$ cat config.mk
export PLATFORM = sky130hd
export DESIGN_NAME = seq_rob_flat
export DESIGN_NICKNAME = d
export VERILOG_FILES = /design/src/rtl/seq_rob_if.sv /design/src/rtl/seq_rob.sv /design/src/flat_wrapper.sv
export SDC_FILE = /design/constraint.sdc
export NUM_CORES = 2
export LEC_CHECK = 0
export ABC_AREA = 1
export CAP_MARGIN = 10
export CORE_UTILIZATION = 38
export CTS_CLUSTER_SIZE = 16
export DETAILED_ROUTE_END_ITERATION = 12
export RECOVER_POWER = 50
export SLEW_MARGIN = 20
export SYNTH_ARGS = -nofsm -noshare
export SYNTH_HDL_FRONTEND = slang
export SYNTH_SLANG_ARGS = --single-unit
$ cat constraint.sdc
create_clock -name clk -period 4.5 [get_ports clk]
set_clock_uncertainty 0.15 [all_clocks]
set_input_delay 0.675 -clock clk [delete_from_list [all_inputs] [get_ports clk]]
set_output_delay 0.675 -clock clk [all_outputs]
set_load 0.02 [all_outputs]
$ cat src/rtl/seq_rob_if.sv
// rtl/seq_rob_if.sv - dispatch/complete/commit bundle for the sequence reorder buffer
interface seq_rob_if #(
  parameter int p_seq_num_bits = 5
);
  logic                      alloc_val;
  logic                      alloc_rdy;
  logic [p_seq_num_bits-1:0] alloc_seq_num;

  logic                      cmpl_val;
  logic [p_seq_num_bits-1:0] cmpl_seq_num;
  logic [31:0]               cmpl_pc;
  logic [4:0]                cmpl_waddr;
  logic [31:0]               cmpl_wdata;
  logic                      cmpl_wen;

  logic                      commit_val;
  logic [p_seq_num_bits-1:0] commit_seq_num;
  logic [31:0]               commit_pc;
  logic [4:0]                commit_waddr;
  logic [31:0]               commit_wdata;
  logic                      commit_wen;

  logic [p_seq_num_bits:0]   occupancy;

  modport master (
    output alloc_val, cmpl_val, cmpl_seq_num, cmpl_pc, cmpl_waddr, cmpl_wdata, cmpl_wen,
    input  alloc_rdy, alloc_seq_num, commit_val, commit_seq_num, commit_pc,
           commit_waddr, commit_wdata, commit_wen, occupancy
  );

  modport slave (
    input  alloc_val, cmpl_val, cmpl_seq_num, cmpl_pc, cmpl_waddr, cmpl_wdata, cmpl_wen,
    output alloc_rdy, alloc_seq_num, commit_val, commit_seq_num, commit_pc,
           commit_waddr, commit_wdata, commit_wen, occupancy
  );
endinterface

$ cat src/rtl/seq_rob.sv
// rtl/seq_rob.sv - in-order commit reorder buffer indexed by sequence number
module seq_rob #(
  parameter int p_seq_num_bits = 5
) (
  input logic     clk,
  input logic     rst,
  seq_rob_if.slave rob
);
  localparam int DEPTH = 1 << p_seq_num_bits;
  localparam logic [p_seq_num_bits:0] FULL = DEPTH[p_seq_num_bits:0];

  logic [p_seq_num_bits-1:0] head;
  logic [p_seq_num_bits-1:0] tail;
  logic [p_seq_num_bits:0]   count;
  logic [DEPTH-1:0]          alloc_q;
  logic [DEPTH-1:0]          done_q;
  logic [31:0]               pc_q    [DEPTH];
  logic [4:0]                waddr_q [DEPTH];
  logic [31:0]               wdata_q [DEPTH];
  logic [DEPTH-1:0]          wen_q;

  logic alloc_fire;
  logic cmpl_ok;
  logic commit_fire;

  // Ready comes from the registered count only, so a commit never frees a slot in the same cycle.
  assign rob.alloc_rdy     = (count < FULL);
  assign rob.alloc_seq_num = tail;
  assign rob.occupancy     = count;

  assign alloc_fire  = rob.alloc_val & rob.alloc_rdy;
  assign cmpl_ok     = rob.cmpl_val & alloc_q[rob.cmpl_seq_num] & ~done_q[rob.cmpl_seq_num];
  assign commit_fire = alloc_q[head] & done_q[head];

  assign rob.commit_val     = commit_fire;
  assign rob.commit_seq_num = head;
  assign rob.commit_pc      = pc_q[head];
  assign rob.commit_waddr   = waddr_q[head];
  assign rob.commit_wdata   = wdata_q[head];
  assign rob.commit_wen     = wen_q[head];

  // Index collisions are impossible: the head is already done (so cmpl_ok is 0 there),
  // and the tail is unallocated whenever an alloc can fire.
  always_ff @(posedge clk) begin
    if (rst) begin
      head    <= '0;
      tail    <= '0;
      count   <= '0;
      alloc_q <= '0;
      done_q  <= '0;
    end else begin
      if (commit_fire) begin
        alloc_q[head] <= 1'b0;
        done_q[head]  <= 1'b0;
        head          <= head + 1'b1;
      end
      if (alloc_fire) begin
        alloc_q[tail] <= 1'b1;
        done_q[tail]  <= 1'b0;
        tail          <= tail + 1'b1;
      end
      if (cmpl_ok) begin
        done_q[rob.cmpl_seq_num] <= 1'b1;
      end
      case ({alloc_fire, commit_fire})
        2'b10:   count <= count + 1'b1;
        2'b01:   count <= count - 1'b1;
        default: count <= count;
      endcase
    end
  end

  always_ff @(posedge clk) begin
    if (cmpl_ok) begin
      pc_q[rob.cmpl_seq_num]    <= rob.cmpl_pc;
      waddr_q[rob.cmpl_seq_num] <= rob.cmpl_waddr;
      wdata_q[rob.cmpl_seq_num] <= rob.cmpl_wdata;
      wen_q[rob.cmpl_seq_num]   <= rob.cmpl_wen;
    end
  end
endmodule

$ cat src/flat_wrapper.sv
// flat-port wrapper written by rule: the top's interface ports become plain ports
module seq_rob_flat 
#(
  parameter int p_seq_num_bits = 5
)
  (clk, rst, rob_alloc_val, rob_cmpl_val, rob_cmpl_seq_num, rob_cmpl_pc, rob_cmpl_waddr, rob_cmpl_wdata, rob_cmpl_wen, rob_alloc_rdy, rob_alloc_seq_num, rob_commit_val, rob_commit_seq_num, rob_commit_pc, rob_commit_waddr, rob_commit_wdata, rob_commit_wen, rob_occupancy);
  seq_rob_if #(.p_seq_num_bits(p_seq_num_bits)) rob_i ();
  input logic clk;
  input logic rst;
  input wire logic [$bits(rob_i.alloc_val)-1:0] rob_alloc_val;
  input wire logic [$bits(rob_i.cmpl_val)-1:0] rob_cmpl_val;
  input wire logic [$bits(rob_i.cmpl_seq_num)-1:0] rob_cmpl_seq_num;
  input wire logic [$bits(rob_i.cmpl_pc)-1:0] rob_cmpl_pc;
  input wire logic [$bits(rob_i.cmpl_waddr)-1:0] rob_cmpl_waddr;
  input wire logic [$bits(rob_i.cmpl_wdata)-1:0] rob_cmpl_wdata;
  input wire logic [$bits(rob_i.cmpl_wen)-1:0] rob_cmpl_wen;
  output wire logic [$bits(rob_i.alloc_rdy)-1:0] rob_alloc_rdy;
  output wire logic [$bits(rob_i.alloc_seq_num)-1:0] rob_alloc_seq_num;
  output wire logic [$bits(rob_i.commit_val)-1:0] rob_commit_val;
  output wire logic [$bits(rob_i.commit_seq_num)-1:0] rob_commit_seq_num;
  output wire logic [$bits(rob_i.commit_pc)-1:0] rob_commit_pc;
  output wire logic [$bits(rob_i.commit_waddr)-1:0] rob_commit_waddr;
  output wire logic [$bits(rob_i.commit_wdata)-1:0] rob_commit_wdata;
  output wire logic [$bits(rob_i.commit_wen)-1:0] rob_commit_wen;
  output wire logic [$bits(rob_i.occupancy)-1:0] rob_occupancy;
  assign rob_i.alloc_val = rob_alloc_val;
  assign rob_i.cmpl_val = rob_cmpl_val;
  assign rob_i.cmpl_seq_num = rob_cmpl_seq_num;
  assign rob_i.cmpl_pc = rob_cmpl_pc;
  assign rob_i.cmpl_waddr = rob_cmpl_waddr;
  assign rob_i.cmpl_wdata = rob_cmpl_wdata;
  assign rob_i.cmpl_wen = rob_cmpl_wen;
  assign rob_alloc_rdy = rob_i.alloc_rdy;
  assign rob_alloc_seq_num = rob_i.alloc_seq_num;
  assign rob_commit_val = rob_i.commit_val;
  assign rob_commit_seq_num = rob_i.commit_seq_num;
  assign rob_commit_pc = rob_i.commit_pc;
  assign rob_commit_waddr = rob_i.commit_waddr;
  assign rob_commit_wdata = rob_i.commit_wdata;
  assign rob_commit_wen = rob_i.commit_wen;
  assign rob_occupancy = rob_i.occupancy;
  seq_rob #(.p_seq_num_bits(p_seq_num_bits)) u_core (.clk(clk), .rst(rst), .rob(rob_i));
endmodule
**Word-level counts from Yosys, hierarchy flattened**

Memory sizes are Yosys's and may differ from the RTL's. A register that Yosys moved wholly into a read port is not among the register bits.
Cells that the tools add are included.

- Input bits: 79
- Register bits after elaboration: 112
- Logic and storage cells: 72
- Memories kept: 3
- Memory bits (writable): 2208
- Output and inout bits: 88

- $lt $le $gt $ge: 7
- Muxes and demuxes: 34
- Add/sub/neg operators: 4
- Equal/unequal tests: 2
- Reduce and logical (&&, ||, !) cells: 4
- Bitwise operators: 12

Memories:

| name | depth | width | read ports | clocked after Yosys merged registers in | wr ports | line | source |
|---|---|---|---|---|---|---|---|
| u_core.pc_q | 32 | 32 | 1 | 1 | 1 | seq_rob.sv:17 | `logic [31:0] pc_q [DEPTH];` |
| u_core.wdata_q | 32 | 32 | 1 | 1 | 1 | seq_rob.sv:19 | `logic [31:0] wdata_q [DEPTH];` |
| u_core.waddr_q | 32 | 5 | 1 | 1 | 1 | seq_rob.sv:18 | `logic [4:0] waddr_q [DEPTH];` |

Operator list:

| kind | number |
|---|---|
| two-way mux 32 bit | 8 |
| AND 32 bit | 3 |
| inverter 32 bit | 2 |
| OR 32 bit | 2 |
| bitwise mux 32 bit | 1 |
| two-way mux 5 bit | 6 |
| binary-select mux 1 bit (select 5 bit) | 5 |
| < comparator 5 x 6 -> 1 bit, second input constant | 3 |
| demux 1 bit (select 5 bit) | 3 |
| >= comparator 5 x 1 -> 1 bit, second input constant | 3 |
| one-hot mux 6 bit (2 select lines) | 1 |
| adder 5 x 1 -> 5 bit, second input constant | 2 |
| two-way mux 1 bit | 10 |
| adder 6 x 1 -> 6 bit, second input constant | 1 |
| < comparator 6 bit, second input constant | 1 |
| subtractor 6 x 1 -> 6 bit, second input constant | 1 |
| AND 1 bit | 4 |
| logical AND 1 bit | 3 |
| equality test 2 x 1 -> 1 bit, second input constant | 1 |
| equality test 2 bit, second input constant | 1 |
| nonzero test 2 bit | 1 |
| inverter 1 bit | 1 |

**Depth between registers and ports, before layout**

- Depth after elaboration: 13
- Depth in mapped cells: 22
- Depth with buffers taken out: 20

**Least setup slack after synthesis**

Ideal clock, no wire load.

- Path type: input -> register
- From: input port rob_cmpl_seq_num[1]
- To: memory u_core.pc_q[10][0], enable pin
- Stages: 12
- Data required time: 3.926 ns
- Arrival: 3.274 ns
- Setup slack: 0.652 ns
- Setup time: 0.424 ns
- Path buffers: 3
- Cell sequence: buf_2 -> nand2_1 -> buf_4 -> nor2_1 -> a21oi_1 -> nand2_1 -> nand2_1 -> nand3_1 -> nor2_2 -> buf_2 -> nand3_1 -> inv_1

- Longest elaborated chain between the ends: 6
- Elaborated cells between the ends (all ways): 9
- Those cells by class: mux: 6; bitwise: 3

RTL lines:

| what | line | source |
|---|---|---|
| start, declared | flat_wrapper.sv:12 | `input wire logic [$bits(rob_i.cmpl_seq_num)-1:0] rob_cmpl_seq_num;` |
| binary-select mux 1 bit (select 5 bit) | seq_rob.sv:32 | `assign cmpl_ok = rob.cmpl_val & alloc_q[rob.cmpl_seq_num] & ~done_q[rob.cmpl_seq_num];` |
| two-way mux 1 bit (not written as such) | seq_rob.sv:32 |  |
| AND 1 bit or inverter 1 bit (tied branches) | seq_rob.sv:32 |  |
| AND 1 bit | seq_rob.sv:32 |  |
| two-way mux 1 bit | seq_rob.sv:74 | `if (cmpl_ok) begin` |
| two-way mux 1 bit (not written as such) | seq_rob.sv:75 | `pc_q[rob.cmpl_seq_num] <= rob.cmpl_pc;` |
| end, declared | seq_rob.sv:17 |  |

Parallel ways exist; a longest one is shown, timed or not. The select of a mux whose other input is x is not followed.

==> results.json <==
{
  "effective_utilization_at_floorplan_pct": 38.2,
  "ff2ff_setup_slack_ns": 0.39,
  "dieHeight_um": 496,
  "final.setup.tns_ns": 0,
  "drtPass1Iterations": 6,
  "grt_antenna_before_repair": 16,
  "port_buffers": 166,
  "clkLatencyLatePin_ns": 0.87,
  "cap_viol_max_count": 60,
  "power_density_mw_per_mm2": 407,
  "r2r-start": "u_core.rob.commit_seq_num[0]",
  "hold_depth": 2,
  "fill_cells": 22000,
  "timing.critical_path.arrival_ns": 3.61,
  "yosys.area.top_type_share_pct": 72.4,
  "final_min_period_over_clock_period_pct": 98.5,
  "remaining_drc_errors": 0,
  "die_width_um": 496,
  "io_pins": 167,
  "source_of_the_worst_hold_timing_path": "u_core.alloc_q[7]",
  "path_clk_slew_ns": 0.07,
  "cp_cell_sequence": "buf_12 -> buf_16 -> buf_16 -> o21ai_0 -> o22ai_1 -> o21ai_0 -> o22ai_2 -> buf_4 -> nand2_1 -> nand2_1 -> dlygate4sd2_1",
  "final_hold_viol_count": 0,
  "leakage_uw": 0.0359,
  "cts-htree-levels": 4,
  "timing.final.crit_period_ns": 4.43,
  "worstSetupStartpointType": "flip-flop",
  "failed_checks": "max-capacitance violations, max-slew violations",
  "dieArea_mm2": 0.246,
  "r2r.worst_path.cells": 13,
  "maximum_number_of_pins_on_one_net_before_global_route_repair": 97,
  "floorplan.rows": 181,
  "whs_ns": 0.353,
  "num_clock_sinks": 2325,
  "core_mm2": 0.243,
  "synthCells": 7466,
  "global_route.usage.total_pct": 22.7,
  "yosysWarningCount": 0,
  "stdcell_count": 11000,
  "timing.critical_path.slowest_stage_cell": "dfxtp_4",
  "post-route-util_pct": 44.3,
  "drt_iter0_drcs": 7620,
  "max_fo_critical_path": 49,
  "cts_max_path_buffers": 3,
  "first_pass_grt_wire_length_um": 416000,
  "category_of_the_critical_setup_timing_path": "reg -> out",
  "place_inst": 10600,
  "grt.overflow.total": 0,
  "synth_area_leader_cell": "edfxtp_1",
  "worst_rel_slew_slack_pct": -45.6,
  "tightestPinTransition_ns": 2.18,
  "timing.final.max_slew_violations": 1956,
  "routed_via_density": 5.71,
  "cts_tree": "built",
  "synth.net_count": 7556,
  "status": "finished, violations left",
  "sequential_share_of_the_synthesized_area_pct": 74.2,
  "drive_gt1_share_pct": 9.07,
  "avgRoutedWirePerCell_um": 25.8,
  "gp_weighted_congestion": 0.939,
  "max-vdd-ir-drop_mv": 0.483,
  "cts_root_buffer": "clkbuf_16",
  "post_synth_instance_area_mm2": 0.0929,
  "first_global_vias": 61400,
  "required_ns": 3.67,
  "postRouteWirelength_um": 285000,
  "maxClockFrequency_mhz": 226,
  "number_of_buffers_inserted_during_clock_tree_synthesis": 232,
  "detail-route-antenna-nets": 0,
  "timing.critical_path.slowest_cell_delay_ns": 0.40,
  "synth.avg_cell_area_um2": 12.4,
  "worst_setup_path_end_kind": "output port",
  "post_synth_num_cell_types": 36,
  "worstHoldPathType": "reg -> reg",
  "min_delay_worst_endpoint": "u_core.alloc_q[7]",
  "setup-violations-final": 0,
  "dpl.hpwl_um": 159000,
  "synthTopCellsByArea": "edfxtp_1 (72%), o21ai_0 (7.5%), nor2_1 (5.6%), o22ai_1 (3.9%), nand2_1 (2.3%)",
  "ys_ff_latch": 2325,
  "vias": 63000,
  "syn_to_final_growth_pct": 16.1,
  "final_nets": 7727
}
synthesized netlist by cell type:
master and number:
a32o_1 5, a21oi_1 96, inv_2 6, o22ai_1 574, or2_2 4, buf_2 109, a31oi_1 7, inv_1 172
buf_4 15, nand2_1 581, nand4_1 44, nor2_2 2, buf_1 15, xor2_1 4, o21ai_1 10, clkinv_1 1
nand3b_1 18, a21boi_0 9, nor3_2 3, o31ai_1 2, nor3_1 15, ha_1 11, a22oi_1 1, o21a_1 3
clkbuf_1 395, o221ai_1 75, xnor2_1 5, o211ai_1 11, buf_6 4, nor2_1 1396, a2111oi_0 1, dfxtp_1 85
o21ai_0 1387, edfxtp_1 2240, nand3_1 157, nand2_4 3
registers in the layout, summed over array words and instances (netlist names), named ones only:
register	count
u_core.done_q	32
u_core.rob.alloc_seq_num	5
u_core.waddr_q	160
u_core.wdata_q	1024
u_core.wen_q	32
u_core.rob.occupancy	6
u_core.rob.commit_seq_num	5
u_core.pc_q	1024
u_core.alloc_q	32
layout make-up:
| class | count | area (um^2) | share of cell area [%] |
|---|---|---|---|
| tap | 3202 | 4010 | 3.72 |
| timing repair inverter | 1 | 8.76 | 0.00812 |
| antenna | 4 | 10.0 | 0.00928 |
| clock inverter | 143 | 1500 | 1.39 |
| inverter | 179 | 886 | 0.822 |
| sequential | 2325 | 69000 | 64.0 |
| clock buffer | 291 | 6110 | 5.67 |
| multi-input combinational | 4424 | 21100 | 19.6 |
| timing repair buffer | 474 | 5180 | 4.80 |
kinds of logic after synthesis:
family / after synthesis / synth area share [%]
flip-flops: 2325 / 74.2
AND/OR/NAND/NOR: 2223 / 9.46
AO/OA/AOI/OAI: 2181 / 12.9
buffers and inverters: 717 / 3.14
adder cells (fa/ha/maj): 11 / 0.148
XOR/XNOR: 9 / 0.0848
metal layers:
layer | track usage (%) | wire [um] | vias to the layer above | part of all wire [%]
li1 | - | - | 27900 | -
met1 | 30.9 | 118000 | 31600 | 41
met2 | 37.2 | 135000 | 2956 | 47
met3 | 3.02 | 21300 | 520 | 7.5
met4 | 8.28 | 10200 | 18 | 3.6
met5 | 0 | 113 | - | 0.040
timing repair:
action,4_1_cts,5_1_grt
pin swaps,3,1
hold buffers,0,0
gates cloned,10,2
buffers inserted,5,1
setup endpoints to repair,57,18
resized for setup,101,32
worst max-delay path by stage:
stage	start	endpoint	slack, ns	cells after the start
2_1_floorplan	rob_cmpl_seq_num[1]	u_core.pc_q[10][0]	0.65	12
3_5_place_dp	rob_cmpl_seq_num[1]	u_core.pc_q[4][12]	0.03	12
5_1_grt	flip-flop	rob_commit_pc[6]	-0.007	11
4_1_cts	flip-flop	rob_commit_pc[14]	-0.10	10
6_report	flip-flop	rob_commit_pc[16]	0.07	11
3_3_place_gp	rob_cmpl_seq_num[1]	u_core.pc_q[4][12]	-0.10	12
layout by cell type (no fill, tap or decap), types with 96 or more instances in the layout:
| master | netlist | routed |
|---|---|---|
| edfxtp_1 | 2240 | 2240 |
| nor2_1 | 1396 | 1393 |
| o21ai_0 | 1387 | 1377 |
| nand2_1 | 581 | 580 |
| o22ai_1 | 574 | 558 |
| clkbuf_16 | 0 | 236 |
| buf_4 | 15 | 170 |
| nand3_1 | 157 | 157 |
| inv_1 | 172 | 138 |
| clkbuf_1 | 395 | 125 |
| a21oi_1 | 96 | 96 |
report_power, final:
part | switching, uW | total [uW] | internal (uW)
Clock | 8420 | 19500 | 11100
Combinational | 515 | 592 | 76.8
Sequential | 9.82 | 23700 | 23700
through the flow:
stage	total power (uW)	setup slack, ns	cell area (um^2)
final	43900	0.0671	108000
after CTS	44100	-0.105	108000
after detailed placement	24800	0.0268	99600
after floorplan	24300	0.652	92900
after global routing	44900	-0.00663	108000
after global placement	24800	-0.102	99600
worst max-delay path: cells and delay by family (launching register included):
family,cells,cell delay [ns]
AO/OA/AOI/OAI,4,0.82
AND/OR/NAND/NOR,2,0.17
flip-flops,1,0.40
buffers and inverters,5,1.24
(Power assumes the default switching activity.)
